**config.mk**
```make
export PLATFORM = sky130hd
export DESIGN_NAME = mux8_rr_arbiter
export DESIGN_NICKNAME = d
export VERILOG_FILES = /design/src/rtl/mux_arb_pkg.sv /design/src/rtl/rr_pick8.sv /design/src/rtl/mux8_rr_arbiter.sv
export SDC_FILE = /design/constraint.sdc
export NUM_CORES = 1
export LEC_CHECK = 0
export BUFFER_PORTS_ARGS = -buffer_cell sky130_fd_sc_hd__buf_2
export CORE_UTILIZATION = 60
export CTS_BUF_LIST = sky130_fd_sc_hd__clkbuf_8 sky130_fd_sc_hd__clkbuf_16
export CTS_CLUSTER_DIAMETER = 80
export DETAILED_ROUTE_END_ITERATION = 10
export PLACE_DENSITY = 0.85
export SLEW_MARGIN = 25
export SYNTH_ARGS = -nofsm -noshare
export SYNTH_HDL_FRONTEND = slang
export SYNTH_HIERARCHICAL = 1
export SYNTH_SLANG_ARGS = --single-unit
```
**constraint.sdc**
```tcl
create_clock -name clk -period 4.8 [get_ports clk]
set_input_delay 0.72 -clock clk [delete_from_list [all_inputs] [get_ports clk]]
set_output_delay 0.72 -clock clk [all_outputs]
set_load 0.02 [all_outputs]
```
**src/rtl/mux_arb_pkg.sv**
```systemverilog
// Shared constants, FSM encoding and vector helpers for the 8-way
// round-robin arbiter that fronts the mux8x1 select lines.
package mux_arb_pkg;

    localparam int unsigned N_REQ = 8;
    localparam int unsigned SEL_W = 3;

    typedef enum logic {
        IDLE  = 1'b0,
        GRANT = 1'b1
    } arb_state_e;

    function automatic logic [N_REQ-1:0] onehot8(input logic [SEL_W-1:0] idx);
        return 8'd1 << idx;
    endfunction

    function automatic logic [N_REQ-1:0] mask_one(input logic [N_REQ-1:0] vec,
                                                  input logic [SEL_W-1:0] idx);
        return vec & ~onehot8(idx);
    endfunction

endpackage

```
**src/rtl/rr_pick8.sv**
```systemverilog
// Combinational rotating priority picker: first set bit of req at or
// after ptr, wrapping modulo 8.
module rr_pick8
    import mux_arb_pkg::*;
(
    input  logic [N_REQ-1:0] req,
    input  logic [SEL_W-1:0] ptr,
    output logic [SEL_W-1:0] idx,
    output logic             found
);

    logic [SEL_W-1:0] cand_s;

    // Scan farthest offset first so the nearest requester wins last.
    always_comb begin
        idx    = ptr;
        found  = 1'b0;
        cand_s = 3'd0;
        for (int i = N_REQ - 1; i >= 0; i--) begin
            cand_s = ptr + 3'(i);
            if (req[cand_s]) begin
                idx   = cand_s;
                found = 1'b1;
            end else begin
                idx   = idx;
                found = found;
            end
        end
    end

endmodule

```
**src/rtl/mux8_rr_arbiter.sv**
```systemverilog
// Round-robin arbiter driving the mux8x1 selects {S2,S1,S0} and a one-hot
// grant; a hold limit forces rotation while other requesters wait.
module mux8_rr_arbiter
    import mux_arb_pkg::*;
#(
    parameter int unsigned MAX_HOLD = 4
) (
    input  logic       clk,
    input  logic       rst,
    input  logic [7:0] req,
    output logic [7:0] gnt,
    output logic [2:0] sel,
    output logic       gnt_valid
);

    localparam logic [7:0] HOLD_LAST = 8'(MAX_HOLD - 1);

    arb_state_e state_q, state_d;
    logic [2:0] sel_q, sel_d;
    logic [2:0] ptr_q, ptr_d;
    logic [7:0] hold_cnt_q, hold_cnt_d;
    logic [7:0] gnt_q, gnt_d;
    logic       gnt_valid_q, gnt_valid_d;

    logic [7:0] others_s;
    logic [7:0] pick_req_s;
    logic [2:0] pick_ptr_s;
    logic [2:0] pick_idx_s;
    logic       pick_found_s;
    logic       release_s;

    // sel_q doubles as the current owner; it also holds the mux steady in IDLE.
    always_comb begin
        others_s  = mask_one(req, sel_q);
        release_s = !req[sel_q] || ((hold_cnt_q == HOLD_LAST) && (others_s != 8'd0));
        if (state_q == GRANT) begin
            pick_req_s = others_s;
            pick_ptr_s = sel_q + 3'd1;
        end else begin
            pick_req_s = req;
            pick_ptr_s = ptr_q;
        end
    end

    rr_pick8 u_pick (
        .req   (pick_req_s),
        .ptr   (pick_ptr_s),
        .idx   (pick_idx_s),
        .found (pick_found_s)
    );

    // Next-state, hold counter and grant decode.
    always_comb begin
        state_d     = state_q;
        sel_d       = sel_q;
        ptr_d       = ptr_q;
        hold_cnt_d  = hold_cnt_q;
        gnt_d       = gnt_q;
        gnt_valid_d = gnt_valid_q;
        case (state_q)
            IDLE: begin
                if (pick_found_s) begin
                    state_d     = GRANT;
                    sel_d       = pick_idx_s;
                    gnt_d       = onehot8(pick_idx_s);
                    gnt_valid_d = 1'b1;
                    hold_cnt_d  = 8'd0;
                end else begin
                    gnt_d       = 8'd0;
                    gnt_valid_d = 1'b0;
                end
            end
            GRANT: begin
                if (release_s) begin
                    ptr_d = sel_q + 3'd1;
                    if (pick_found_s) begin
                        sel_d       = pick_idx_s;
                        gnt_d       = onehot8(pick_idx_s);
                        gnt_valid_d = 1'b1;
                        hold_cnt_d  = 8'd0;
                    end else begin
                        state_d     = IDLE;
                        gnt_d       = 8'd0;
                        gnt_valid_d = 1'b0;
                        hold_cnt_d  = 8'd0;
                    end
                end else if (others_s == 8'd0) begin
                    hold_cnt_d = 8'd0;
                end else if (hold_cnt_q != HOLD_LAST) begin
                    hold_cnt_d = hold_cnt_q + 8'd1;
                end else begin
                    hold_cnt_d = hold_cnt_q;
                end
            end
            default: begin
                state_d     = IDLE;
                gnt_d       = 8'd0;
                gnt_valid_d = 1'b0;
                hold_cnt_d  = 8'd0;
            end
        endcase
    end

    // State and output registers; rst drops any grant at the same edge.
    always_ff @(posedge clk) begin
        if (rst) begin
            state_q     <= IDLE;
            sel_q       <= 3'd0;
            ptr_q       <= 3'd0;
            hold_cnt_q  <= 8'd0;
            gnt_q       <= 8'd0;
            gnt_valid_q <= 1'b0;
        end else begin
            state_q     <= state_d;
            sel_q       <= sel_d;
            ptr_q       <= ptr_d;
            hold_cnt_q  <= hold_cnt_d;
            gnt_q       <= gnt_d;
            gnt_valid_q <= gnt_valid_d;
        end
    end

    assign gnt       = gnt_q;
    assign sel       = sel_q;
    assign gnt_valid = gnt_valid_q;

endmodule

```
==> impl_metrics.ini <==
[status]
outcome = completed

[power_and_ir_drop]
power_mw = 1.59
p_per_area_nw_per_um2 = 612
ir_drop_mv = 0.285
leakage_nw = 1.05

[cells_and_area]
layout.nets = 317
layout_common_cells = 26 x nand2_1, 24 x dfxtp_1, 22 x nor2_1
antenna_cells = 0
areaGrowthSynthToFinish_pct = 6.88
fin_area_um2 = 2600
final_common_cell = nand2_1
nFillCells = 285
fin_util_pct = 69.0
final_cells = 345
layout-drive-gt1-share_pct = 17.2

[worst_setup_path]
rr_startpoint = sel[1]
reg2reg_depth = 14
worstPathArrival_ns = 4.11
r2r_slack_ns = 0.89
setup.worst_path.start_class = flip-flop
timing.rr.end = gnt[7]
critPathBufInv = 2
worstSetupPathType = flip-flop to flip-flop
endpoint_kind = flip-flop
critPathTopFamily = multiplexers
cpMaxStageDelayCell = dfxtp_1
cp_cell_sequence = inv_1 > ha_1 > mux2_2 > inv_1 > ha_1 > mux4_2 > mux2i_1 > o221ai_1 > a31oi_1 > a211oi_1 > nor2_1 > nand2_1 > a211o_1 > a21oi_1
cp.required_ns = 5.00
max_stage_delay_ns = 0.55
crit_fanout = 11

[global_routing]
grt_pass1_vias = 2083
grt_use_total_pct = 28.3
grt_pass1_wl_mm = 9.65
grt_max_degree = 32
antenna_found_initial = 0
gr-total-overflow = 0

[route]
post_drt_via_cell_ratio = 6.64
first_pass_iters = 4
vias = 2290
wirelength_mm = 5.81
antenna_left = 0
drt_iter0_markers = 254
drc = 0
wl_per_cell_um = 16.8

[worst_hold_path]
min_from = gnt[5]
hold_depth = 2
hp-class = flip-flop to flip-flop
hold_end = gnt[5]

[sta]
fmax_mhz = 256
setup_viol = 0
hold_viol = 0
rsz0062_at_grt = false
holdWs_ns = 0.466
post-route-min-period_ns = 3.91
fin_crit_sh_pct = 81.5
slew-limit-headroom_pct = 50.1
slew_violations = 0
skew_ns = 0.00675
worst_pin_slew_ns = 0.747
finalSetupTns_ns = 0
finalWorstSetupSlack_ns = 0.890

[floorplanning]
core_um2 = 3770
die-area_um2 = 4320
io_pins = 22
std_cell_rows = 22
dieHeight_um = 65.7
start_util_pct = 64.6
die_x_um = 65.7

[clocking]
clock_latency_ns = 0.26
post-cts-setup-buffers = 0
clockBufferDepth = 2
cts_made_buffers = 3
cts_tree = yes
root_buffer = clkbuf_8
htreeDepth = 1
clk_pin_slew_ns = 0.09
clkSinkCount = 24
cts_hold_buf = 0
ctsResizeCount = 0

[place]
dp_cells = 341
post_dp_cell_area_um2 = 2530
dp_hpwl_mm = 4.21
gp_congestion = 0.920
io_buffers = 21
pre_cts_ws_ns = 0.960

[yosys]
ys_types = 56
syn_nets = 303
syn_avg_cell_area_um2 = 8.58
ys_seq_elements = 24
ys.flop_type = dfxtp_1
synth_warnings = 6
yosysSeqAreaShare_pct = 19.7
synthCells = 284
synth_area_um2 = 2440
postSynth.asyncResetShare_pct = 0
synth_edf_count = 0

[flow_run]
maxCapViolCount = 0
==> cell type report <==
| class | instances | area (um^2) | area share [%] |
|---|---|---|---|
| repair buffers | 26 | 143 | 5.48 |
| flip-flops and latches | 24 | 480 | 18.5 |
| inverters | 13 | 48.8 | 1.87 |
| clock buffers | 3 | 41.3 | 1.59 |
| clock inverters | 1 | 30.0 | 1.15 |
| well taps | 48 | 60.1 | 2.31 |
| multi-input cells | 230 | 1800 | 69.1 |
==> per-layer routing <==
layer  GRT usage (%)  wire length (um)  vias up
met5               0                 0        -
met3            4.17               307       13
met1            37.2              2530     1103
met4            9.24                87        0
met2            47.2              2890       80
li1                -                 -     1094
==> power by group <==
group	total, mW	internal (mW)	switching (mW)
registers	0.284	0.243	0.0405
clock network	0.174	0.111	0.0625
logic	1.14	0.475	0.661
total	1.59	0.830	0.764
==> Yosys cell counts (6+ instances only) <==
cell type / count / share of area [%]
nand2_1: 26 / 4.0
dfxtp_1: 24 / 20
nor2_1: 22 / 3.4
a21oi_1: 17 / 3.5
mux2i_1: 17 / 7.0
nand3_1: 15 / 3.1
nand2b_1: 14 / 3.6
inv_1: 12 / 1.8
ha_1: 9 / 4.6
nand4_1: 9 / 2.3
mux4_2: 8 / 7.4
a211o_1: 7 / 2.5
a21boi_0: 7 / 2.2
a31oi_1: 7 / 1.8
and2_1: 6 / 1.5
clkbuf_1: 6 / 0.92
==> worst max-delay path by stage <==
stage	startpoint	to	depth (start not counted)
2_1_floorplan	sel[0]	gnt[0]	17
3_3_place_gp	sel[1]	gnt[7]	14
3_5_place_dp	sel[1]	gnt[7]	14
4_1_cts	sel[1]	gnt[7]	14
5_1_grt	sel[1]	gnt[7]	14
6_report	sel[1]	gnt[7]	14
==> tightest hold or removal path: stages, from the launching register on <==
cell and delay (ns):
dfxtp_1 0.31, nand3_1 0.06, a21oi_1 0.05
==> registers in the layout, indices dropped and copies added, names as in the netlist <==
| signal | flops |
|---|---|
| hold_cnt_q | 8 |
| gnt_valid | 1 |
| sel | 3 |
| gnt | 8 |
| state_q | 1 |
| ptr_q | 3 |
==> logic make-up after synthesis <==
| logic type | after synthesis | share of synthesized area (%) |
|---|---|---|
| fa+ha+maj | 9 | 4.62 |
| simple gates | 113 | 24.6 |
| buf+inv | 30 | 6.73 |
| compound gates | 67 | 20.4 |
| xor+xnor | 4 | 1.44 |
| mux | 37 | 22.5 |
| flops | 24 | 19.7 |
No activity file was read; power rests on OpenSTA's default activity.
